==> config.mk <==
export PLATFORM = sky130hd
export DESIGN_NAME = uart_color_rx
export DESIGN_NICKNAME = d
export VERILOG_FILES = /design/src/rtl/uart_color_rx.sv
export SDC_FILE = /design/constraint.sdc
export NUM_CORES = 1
export LEC_CHECK = 0
export ABC_AREA = 1
export CAP_MARGIN = 20
export CORE_MARGIN = 5
export CORE_UTILIZATION = 55
export DETAILED_ROUTE_END_ITERATION = 10
export PLACE_DENSITY = 0.89
export SLEW_MARGIN = 20
export SYNTH_ARGS = -nofsm -noshare
export SYNTH_HDL_FRONTEND = slang
export SYNTH_SLANG_ARGS = --single-unit
==> constraint.sdc <==
create_clock -name clk -period 2.9 [get_ports clk]
set_input_delay 0.58 -clock clk [delete_from_list [all_inputs] [get_ports clk]]
set_output_delay 0.58 -clock clk [all_outputs]
set_load 0.03 [all_outputs]
==> src/rtl/uart_color_rx.sv <==
// 8N1 UART receiver with an ASCII '0'..'7' colour-command decoder.
// Bytes are sampled mid-bit from a 2-FF synchronised copy of uart_rx.
module uart_color_rx #(
  parameter int CLK_FREQ = 27_000_000,
  parameter int BAUD     = 115200
) (
  input  logic       clk,
  input  logic       rst,
  input  logic       uart_rx,
  output logic [2:0] received_color,
  output logic       data_ready,
  output logic [7:0] rx_byte,
  output logic       byte_valid,
  output logic       frame_err,
  output logic       cmd_err
);

  localparam int CLKS_PER_BIT = CLK_FREQ / BAUD;
  localparam int CW           = $clog2(CLKS_PER_BIT);
  localparam logic [CW-1:0] BIT_LAST  = CW'(CLKS_PER_BIT - 1);
  localparam logic [CW-1:0] HALF_LAST = CW'(CLKS_PER_BIT / 2 - 1);

  typedef enum logic [1:0] {IDLE, START, DATA, STOP} state_e;

  state_e          state_q, state_d;
  logic            rx_meta_q, rx_s_q;
  logic [CW-1:0]   baud_cnt_q, baud_cnt_d;
  logic [2:0]      bit_cnt_q, bit_cnt_d;
  logic [7:0]      shift_q, shift_d;
  logic [7:0]      rx_byte_q, rx_byte_d;
  logic [2:0]      color_q, color_d;
  logic            byte_valid_q, byte_valid_d;
  logic            data_ready_q, data_ready_d;
  logic            frame_err_q, frame_err_d;
  logic            cmd_err_q, cmd_err_d;
  logic            blocked_q, blocked_d;   // line still low after a framing error

  // NOTE: every clocked assignment uses <= so all flops update from pre-edge values.
  always_ff @(posedge clk) begin
    if (rst) begin
      rx_meta_q    <= 1'b1;
      rx_s_q       <= 1'b1;
      state_q      <= IDLE;
      baud_cnt_q   <= '0;
      bit_cnt_q    <= '0;
      shift_q      <= '0;
      rx_byte_q    <= '0;
      color_q      <= '0;
      byte_valid_q <= 1'b0;
      data_ready_q <= 1'b0;
      frame_err_q  <= 1'b0;
      cmd_err_q    <= 1'b0;
      blocked_q    <= 1'b0;
    end else begin
      rx_meta_q    <= uart_rx;
      rx_s_q       <= rx_meta_q;
      state_q      <= state_d;
      baud_cnt_q   <= baud_cnt_d;
      bit_cnt_q    <= bit_cnt_d;
      shift_q      <= shift_d;
      rx_byte_q    <= rx_byte_d;
      color_q      <= color_d;
      byte_valid_q <= byte_valid_d;
      data_ready_q <= data_ready_d;
      frame_err_q  <= frame_err_d;
      cmd_err_q    <= cmd_err_d;
      blocked_q    <= blocked_d;
    end
  end

  // NOTE: defaults first so no path leaves a variable unassigned (no latches).
  always_comb begin
    state_d      = state_q;
    baud_cnt_d   = baud_cnt_q;
    bit_cnt_d    = bit_cnt_q;
    shift_d      = shift_q;
    rx_byte_d    = rx_byte_q;
    color_d      = color_q;
    blocked_d    = blocked_q;
    byte_valid_d = 1'b0;
    data_ready_d = 1'b0;
    frame_err_d  = 1'b0;
    cmd_err_d    = 1'b0;

    unique case (state_q)
      IDLE: begin
        baud_cnt_d = '0;
        if (rx_s_q) begin
          blocked_d = 1'b0;
        end else if (!blocked_q) begin
          state_d = START;
        end
      end
      START: begin
        if (baud_cnt_q == HALF_LAST) begin
          baud_cnt_d = '0;
          bit_cnt_d  = '0;
          state_d    = rx_s_q ? IDLE : DATA;
        end else begin
          baud_cnt_d = baud_cnt_q + CW'(1);
        end
      end
      DATA: begin
        if (baud_cnt_q == BIT_LAST) begin
          baud_cnt_d = '0;
          shift_d    = {rx_s_q, shift_q[7:1]};
          bit_cnt_d  = bit_cnt_q + 3'd1;
          if (bit_cnt_q == 3'd7) state_d = STOP;
        end else begin
          baud_cnt_d = baud_cnt_q + CW'(1);
        end
      end
      STOP: begin
        if (baud_cnt_q == BIT_LAST) begin
          baud_cnt_d = '0;
          state_d    = IDLE;
          if (rx_s_q) begin
            rx_byte_d    = shift_q;
            byte_valid_d = 1'b1;
            // '0'..'7' are 8'h30..8'h37: upper five bits fixed at 5'b00110.
            if (shift_q[7:3] == 5'b00110) begin
              color_d      = shift_q[2:0];
              data_ready_d = 1'b1;
            end else begin
              cmd_err_d = 1'b1;
            end
          end else begin
            frame_err_d = 1'b1;
            blocked_d   = 1'b1;
          end
        end else begin
          baud_cnt_d = baud_cnt_q + CW'(1);
        end
      end
      default: state_d = IDLE;
    endcase
  end

  assign received_color = color_q;
  assign data_ready     = data_ready_q;
  assign rx_byte        = rx_byte_q;
  assign byte_valid     = byte_valid_q;
  assign frame_err      = frame_err_q;
  assign cmd_err        = cmd_err_q;

endmodule

# After elaboration in Yosys (flattened, before gate mapping)
# Cells that the tools add are included.
# Widths: inputs -> output; s select.
# totals
elab_cells	67
ff_bits	39
in_bits	3
out_inout_bits	15
# op_classes
mux	22
eq_ne	15
bitwise_logic	3
n_addsub	2
reduce_logical	12
# ops
cell	n
$pmux 8 s3	1
$mux 8	2
$ne 2x2->1 const B	8
$mux 2	7
$add 8x1->8 const B	1
$eq 8x7->1 const B	1
$eq 8x8->1 const B	1
$pmux 2 s4	1
$reduce_and 4->1	2
$mux 1	7
$mux 3	2
$pmux 3 s2	1
$reduce_and 3->1	2
$reduce_and 6->1	1
$eq 5x3->1 const B	1
$eq 2x2->1 const B	2
$reduce_bool 2->1	2
$reduce_or 4->1	1
$add 3x1->3 const B	1
$eq 3x3->1 const B	1
$not 1->1	3
$reduce_or 3->1	1
$eq 2x1->1 const B	1
$logic_not 2->1	1
other kinds (3)	3

# Logic depth before layout (Yosys ltp)
# Gate-level depths: netlist (run 1).
# logic_depth
word_depth	4
ltp_mapped	11
depth_no_buf	10

# Worst setup path after synthesis (run 1)
# No wires, ideal clock.
# synth_path
kind	register to register
start	reg baud_cnt_q[0]
end	reg shift_q[6]
period_less_slack_ns	1.406
n_path_buf	1
required_ns	2.780
setup_ns	0.120
path_stages_with_launch	10
t_arrival_ns	1.286
slack_ns	1.494
path_cell_list	dfxtp_1 > ha_1 > nand2_1 > nor2_1 > nand2_4 > inv_6 > nand2_4 > buf_4 > o21ai_1 > a21oi_1
# synth_between
elab_chain_cells	2
# synth_lines
element	line	rtl
start, declared	27	logic [CW-1:0] baud_cnt_q, baud_cnt_d;
start signal, assigned	58	baud_cnt_q <= baud_cnt_d;
$eq 8x8->1	104	if (baud_cnt_q == BIT_LAST) begin
$reduce_and 2->1 (no source line)	--	
end signal, assigned	60	shift_q <= shift_d;
end, declared	29	logic [7:0] shift_q, shift_d;
# Every way passes these cells.
# A chain may end at the register's enable or synchronous reset.

# Final worst setup path (run 1)
# layout_path
start	reg rx_byte_q[2], in the netlist rx_byte[2]
end	out rx_byte[2]
# layout_lines
element	line	rtl
start, declared	30	logic [7:0] rx_byte_q, rx_byte_d;
start signal, assigned	61	rx_byte_q <= rx_byte_d;
end, declared	12	output logic [7:0] rx_byte,
# No word-level cell between the ends.

==> results.cfg, run 1 <==
[cts]
ctsResizeCount = 0
cts_tree = built
cts_setup_buffers = 0
clkSinkCount = 39
cts_max_path_buffers = 2
cts-root-buf = clkbuf_4
clk_latency_ns = 0.35
hold_buffers = 0
htreeDepth = 2
path_clk_slew_ns = 0.11
cts_buffers = 5

[routing]
wirelength_um = 2740
drc = 0
post_drt_wl_per_cell_um = 11.3
viasPerCell = 5.08
drt_iter0_drc = 36
vias = 1229
drt-pass1-iter-count = 4
antenna_left = 0

[yosys]
synth_nets = 196
yosysTopAreaCell = dfxtp_1
synth_area_sq_mm = 0.00167
yosysSeqAreaShare = 0.469
yosysUniqueCellTypes = 34
synth.top_cell.area_share = 0.469
ys_top_cells_by_area = dfxtp_1 47%, nor2_1 5.6%, nand2_1 4.5%
synth-seq-cells = 39
yosys_warnings = 0
syn_area_per_cell_sq_um = 8.86
netlist_instances = 188

[global_route]
grt_max_degree = 17
grt_pass1_vias = 1206
grt.total_usage = 0.152
grt_pass1_wl_um = 5000
grt_remaining_overflow = 0
antenna_found_initial = 0

[timing]
layout_setup_ws_ns = 0.911
period_needed_ns = 1.99
hold_viol = 0
hold_ws_ns = 0.432
tns_ns = 0
timing.fmax_mhz = 503
tightest_slew_ns = 0.405
finalSetupViolCount = 0
finalClockSkew_ns = 0.00706
maxSlewViolCount = 0
slew_headroom = 0.729
period_share = 0.686
rsz0062_at_grt = no

[placed_design]
pre_cts_slack_ns = 0.957
place_area_sq_mm = 0.00184
port_buffers = 17
gp_congestion = 0.865
hpwl_um = 2010

[power_and_ir_drop]
ir_drop_mv = 0.428
leakagePower_nw = 0.784
powerDensity_mw_per_mm2 = 488

[layout]
nets = 216
diodes = 0
final_cell_mix = 39 x dfxtp_1, 25 x nor2_1, 20 x nand2_1
final_common_cell = dfxtp_1
layout-drive-gt1-share = 0.206
fin_area_sq_mm = 0.00193
nFillCells = 248
syn_to_final_growth_pct = 15.9

[hold_path]
worstHoldPathType = register to register

[floorplan]
io_pins = 18
die_y_um = 65.0
fp-row-count = 20
die_x_um = 65.0
start_util = 0.559
core_sq_mm = 0.00298
dieArea_sq_mm = 0.00423

[critical_path]
cp.arrival_ns = 1.41
cp-end-kind = output port
cp_data_required_time_ns = 2.32
cp_top_family = buffers and inverters
startpoint_type = register
worstPathCellList = clkdlybuf4s50_1
slowest_delay_ns = 0.68
cp_max_fo = 2
critical_path_buf_inv_count = 1
critical-path-slowest-cell = clkdlybuf4s50_1
crit_type = register to output port

[status]
status = finished, final reports clean

[job]
maxCapViolCount = 0
## power by group
| group | total (mW) | internal, mW | switching, mW | leakage [nW] |
|---|---|---|---|---|
| clock network | 0.378 | 0.204 | 0.174 | 0.0482 |
| logic | 0.0238 | 0.00851 | 0.0153 | 0.421 |
| registers | 0.540 | 0.538 | 0.00234 | 0.315 |
| total | 0.942 | 0.750 | 0.192 | 0.784 |
## worst paths after layout
check                                              start                         to  slack, ns  depth (start not counted)
worst max register to register  baud_cnt_q[0]$_SDFF_PP0_  bit_cnt_q[2]$_SDFFE_PP0P_       1.36                          9
worst min-delay path                rx_meta_q$_SDFF_PP1_          rx_s_q$_SDFF_PP1_       0.43                          1
worst min register to register      rx_meta_q$_SDFF_PP1_          rx_s_q$_SDFF_PP1_       0.43                          1
worst max-delay path             rx_byte[2]$_SDFFE_PP0P_                 rx_byte[2]       0.91                          1
## through the flow
step           total power [mW]   util  cells
2_1_floorplan             0.570      -    188
3_3_place_gp              0.576  0.619    234
3_5_place_dp              0.576  0.619    234
4_1_cts                   0.957  0.648    242
5_1_grt                   0.979  0.648    242
6_report                  0.942  0.648    242
## cell usage after synthesis, drive strengths merged
master  number
a211oi       3
a21oi       20
buf          4
clkbuf       1
dfxtp       39
ha           5
inv         21
nand2       29
nand3        7
nand4        2
nor2        29
nor3         1
nor3b        2
nor4         1
o21ai       16
o21bai       1
or2          2
xnor2        2
xor2         3
## kinds of logic (layout without fill, tap and decap cells)
kind of cell | count (synthesis) | after routing | share of synthesized area
compound gates | 40 | 40 | 0.153
buf+inv | 26 | 47 | 0.0766
flops | 39 | 39 | 0.469
xor+xnor | 5 | 5 | 0.0263
fa+ha+maj | 5 | 5 | 0.0376
simple gates | 73 | 73 | 0.237
## per-layer routing
| layer | vias to the layer above | share of wire | GRT usage |
|---|---|---|---|
| met5 | - | 0 | 0 |
| met4 | 0 | 0.030 | 0.0881 |
| met3 | 8 | 0.047 | 0.0555 |
| met2 | 22 | 0.45 | 0.239 |
| met1 | 551 | 0.47 | 0.176 |
| li1 | 648 | - | - |
## flip-flops by register name, summed over array words and instances, names as in the netlist, named ones only
signal and cells:
baud_cnt_q 8, bit_cnt_q 3, blocked_q 1, byte_valid 1, cmd_err 1, data_ready 1
frame_err 1, received_color 3, rx_byte 8, rx_meta_q 1, rx_s_q 1, shift_q 8
state_q 1
## cell type report
class / instances / area [sq um] / share of cell area
multi-input cells: 123 / 757 / 0.392
inverters: 21 / 86.3 / 0.0447
well taps: 33 / 41.3 / 0.0214
clock inverters: 2 / 35.0 / 0.0182
clock buffers: 6 / 51.3 / 0.0266
repair buffers: 18 / 178 / 0.0921
flip-flops and latches: 39 / 781 / 0.405
Note: power is estimated with default switching activity, not from simulation.
==> run 2, diff against run 1 <==
Settings changed: CORE_UTILIZATION 55 to 49, PLACE_DENSITY 0.89 to 0.84.
Clock period 2.9 ns to 1.8 ns, I/O delays scaled along.
==> run 2 against run 1 <==
Combinational power up 70%; die area up 10%; sequential power up 61%; utilization down 6.1 points; worst setup slack worse by 0.85 ns; count of clock-buffer cells in the layout down 1; clock power up 17%; register-to-register slack worse by 1.2 ns; final area up 0.65%; flip-flop and latch count unchanged.
==> results.cfg, run 2 (synthesis results as in run 1) <==
[placed_design]
port_buffers = 17
gp_congestion = 0.793
hpwl_um = 2120
dp.cells = 248

[routing]
antenna_left = 0
viasPerCell = 4.84
drt-pass1-iter-count = 4
wirelength_um = 2910
drc = 0
routed.top_layer = met4
routedLengthMet1_um = 1380
post_drt_wl_per_cell_um = 11.4
wl_met3_um = 172
wl_met2_um = 1290
vias = 1239
drt_iter0_drc = 79

[timing]
tns_ns = 0
tightest_slew_ns = 0.326
finalClockSkew_ns = 0.0110
period_share = 0.966
rsz0062_at_grt = no
slew_headroom = 0.783
maxSlewViolCount = 0
hold_viol = 0
finalSetupViolCount = 0
period_needed_ns = 1.74
timing.fmax_mhz = 575

[floorplan]
dieArea_sq_mm = 0.00466
fp-row-count = 21
start_util = 0.503
die_y_um = 68.3
io_pins = 18
die_x_um = 68.3
core_sq_mm = 0.00331

[job]
maxCapViolCount = 0

[critical_path]
worstPathCellList = clkdlybuf4s50_1
cp-end-kind = output port
critical_path_buf_inv_count = 1
critical-path-slowest-cell = clkdlybuf4s50_1
cp_data_required_time_ns = 1.44
startpoint_type = register
slowest_delay_ns = 0.68
cp.arrival_ns = 1.38
cp_top_family = buffers and inverters
crit_type = register to output port
cp_max_fo = 2

[global_route]
antenna_found_initial = 0
grt_pass1_vias = 1166
grt_max_degree = 17
grt_pass1_wl_um = 5040
grt.total_usage = 0.146
grt_remaining_overflow = 0

[power_and_ir_drop]
leakagePower_nw = 0.899
powerDensity_mw_per_mm2 = 698
ir_drop_mv = 0.435

[cts]
cts_buffers = 5
path_clk_slew_ns = 0.12
cts_tree = built
htreeDepth = 2
clk_latency_ns = 0.35
clkSinkCount = 39
cts-root-buf = clkbuf_4
cts_max_path_buffers = 2

[layout]
layout-drive-gt1-share = 0.210
nets = 217
multi_input_area_sq_um = 757
final_cell_mix = 39 x dfxtp_1, 25 x nor2_1, 20 x nand2_1
stdcell_count = 256
syn_to_final_growth_pct = 16.6
nFillCells = 297
seq_area_sq_um = 781
final_common_cell = dfxtp_1
diodes = 0

[hold_path]
worstHoldPathType = register to register

[status]
status = finished, final reports clean
## run 2: changes by cell type in the layout (fill, tap and decap cells not counted), sizes merged
cell	previous run	this run
buf	1	2
bufinv	1	0
clkbuf	6	5
clkdlybuf4s50	17	10
clkinvlp	0	2
dlymetal6s2s	0	7
## run 2: report_power, final
part	leakage, nW	switching (mW)	internal (mW)
logic	0.558	0.0254	0.0152
registers	0.315	0.00381	0.867
clock network	0.0272	0.295	0.149
total	0.899	0.324	1.03
## run 2: what timing repair did
item | in CTS | in global routing
setup buffers | 0 | 0
hold buffers | 0 | 0
resized for setup | 0 | 7
endpoints found under the hold margin | 0 | 0
setup endpoints to repair | 0 | 7
## run 2: through the flow
step / setup WS (ns) / instance area, sq um / hold slack [ns] / power (mW) / utilization
2_1_floorplan: 0.394 / 1670 / 0.389 / 0.918 / -
3_3_place_gp: 0.269 / 1870 / 0.395 / 0.930 / 0.564
3_5_place_dp: 0.226 / 1870 / 0.396 / 0.931 / 0.564
4_1_cts: 0.0262 / 1920 / 0.426 / 1.37 / 0.581
5_1_grt: 0.00255 / 1940 / 0.436 / 1.42 / 0.587
6_report: 0.0613 / 1940 / 0.424 / 1.36 / 0.587
## run 2: final cells by class
cell class | instances | area share
Clock inverter | 3 | 0.0103
Multi-Input combinational cell | 123 | 0.390
Tap cell | 46 | 0.0296
Sequential cell | 39 | 0.402
Clock buffer | 5 | 0.0193
Inverter | 21 | 0.0445
Timing Repair Buffer | 19 | 0.104
## run 2: worst paths after layout
path | depth (start not counted) | endpoint | slack [ns] | start
max | 1 | received_color[0] | 0.06 | received_color[0]$_SDFFE_PP0P_
max reg2reg | 9 | bit_cnt_q[1]$_SDFFE_PP0P_ | 0.18 | baud_cnt_q[0]$_SDFF_PP0_
min reg2reg | 1 | rx_s_q$_SDFF_PP1_ | 0.42 | rx_meta_q$_SDFF_PP1_
min | 1 | rx_s_q$_SDFF_PP1_ | 0.42 | rx_meta_q$_SDFF_PP1_
## run 2: routing by layer
metal / track usage / vias to the layer above
li1: - / 650
met1: 0.186 / 554
met2: 0.218 / 28
met3: 0.0542 / 7
met4: 0.0670 / 0
met5: 0 / -
==> run 3, diff against run 2 <==
Settings changed: CORE_UTILIZATION 49 to 46, PLACE_DENSITY 0.84 to 0.81.
==> run 3 against run 2 <==
Utilization down 1.3 points; global-route usage down 1.8 points; hold slack better by 0.0058 ns; clock skew down 0.0029 ns; highest routed layer unchanged; critical path type unchanged; total power up 11%; die area up 5.6%.
==> results.cfg, run 3 (synthesis results as in run 1) <==
[status]
status = finished, final reports clean

[floorplan]
io_pins = 18
core_sq_mm = 0.00342
start_util = 0.488
fp-row-count = 21
die_x_um = 70.2
die_y_um = 70.2
dieArea_sq_mm = 0.00492

[timing]
finalSetupViolCount = 0
timing.fmax_mhz = 574
period_needed_ns = 1.74
tightest_slew_ns = 0.332
hold_viol = 0
finalClockSkew_ns = 0.00817
rsz0062_at_grt = no
slew_headroom = 0.778
period_share = 0.968
maxSlewViolCount = 0
tns_ns = 0

[layout]
final_cell_mix = 39 x dfxtp_1, 25 x nor2_1, 20 x nand2_1
nFillCells = 299
nets = 216
final_common_cell = dfxtp_1
layout-drive-gt1-share = 0.206
syn_to_final_growth_pct = 17.6
stdcell_count = 255
diodes = 0

[critical_path]
crit_type = register to output port
worstPathCellList = clkdlybuf4s50_1
cp_max_fo = 2
cp-end-kind = output port
cp.arrival_ns = 1.38
slowest_delay_ns = 0.67
cp_top_family = buffers and inverters
critical-path-slowest-cell = clkdlybuf4s50_1
cp_data_required_time_ns = 1.44
startpoint_type = register
critical_path_buf_inv_count = 1

[routing]
drt_iter0_drc = 73
routedLengthMet1_um = 1360
drt-pass1-iter-count = 4
vias = 1208
drc = 0
viasPerCell = 4.74
wirelength_um = 2820
post_drt_wl_per_cell_um = 11.0
wl_met2_um = 1220
routed.top_layer = met4
wl_met3_um = 181
antenna_left = 0

[placed_design]
port_buffers = 17
hpwl_um = 2020
dp.cells = 247
gp_congestion = 0.806

[power_and_ir_drop]
ir_drop_mv = 0.506
leakagePower_nw = 0.913
total_power_mw = 1.50
powerDensity_mw_per_mm2 = 766

[global_route]
grt_max_degree = 17
grt_pass1_wl_um = 5100
grt.total_usage = 0.128
grt_pass1_vias = 1155
antenna_found_initial = 0
grt_remaining_overflow = 0

[cts]
clk_latency_ns = 0.35
cts_tree = built
cts_max_path_buffers = 2
cts_buffers = 5
cts-root-buf = clkbuf_4
clkSinkCount = 39
path_clk_slew_ns = 0.12
cts_setup_buffers = 0
htreeDepth = 2

[job]
maxCapViolCount = 0

[hold_path]
worstHoldPathType = register to register
run 3: through the flow:
stage / instance area (sq um) / hold slack, ns / utilization / setup slack (ns)
after global routing: 1960 / 0.447 / 0.573 / 0.000681
after floorplan: 1670 / 0.389 / - / 0.394
after global placement: 1860 / 0.394 / 0.544 / 0.287
after CTS: 1940 / 0.436 / 0.568 / 0.0124
final: 1960 / 0.430 / 0.573 / 0.0584
after detailed placement: 1860 / 0.407 / 0.544 / 0.269
run 3: layout make-up:
| type | instances | area, sq um | area share |
|---|---|---|---|
| Sequential cell | 39 | 781 | 0.399 |
| Multi-Input combinational cell | 123 | 757 | 0.387 |
| Timing Repair Buffer | 18 | 195 | 0.0997 |
| Inverter | 21 | 86.3 | 0.0441 |
| Tap cell | 46 | 57.6 | 0.0294 |
| Clock inverter | 3 | 43.8 | 0.0224 |
| Clock buffer | 5 | 37.5 | 0.0192 |
run 3: path summary, 6_finish.rpt:
kind | startpoint | endpoint | slack (ns) | cells past startpoint
setup / recovery | received_color[0]$_SDFFE_PP0P_ | received_color[0] | 0.06 | 1
hold / removal | rx_meta_q$_SDFF_PP1_ | rx_s_q$_SDFF_PP1_ | 0.43 | 1
setup reg to reg | baud_cnt_q[0]$_SDFF_PP0_ | bit_cnt_q[2]$_SDFFE_PP0P_ | 0.24 | 9
hold reg to reg | rx_meta_q$_SDFF_PP1_ | rx_s_q$_SDFF_PP1_ | 0.43 | 1
run 3: metal layers:
layer,track usage,vias up
met5,0,-
met4,0.0511,0
met3,0.0545,5
met2,0.187,26
met1,0.166,531
li1,-,646
run 3: what timing repair did:
item,in CTS,in global routing
resized for setup,0,7
endpoints found under the setup margin,0,7
endpoints found under the hold margin,0,0
hold buffers,0,0
run 3: report_power, final:
group / internal (mW) / leakage, nW / switching (mW)
clock: 0.292 / 0.0452 / 0.298
sequential: 0.867 / 0.315 / 0.00384
combinational: 0.0138 / 0.553 / 0.0248
total: 1.17 / 0.913 / 0.327
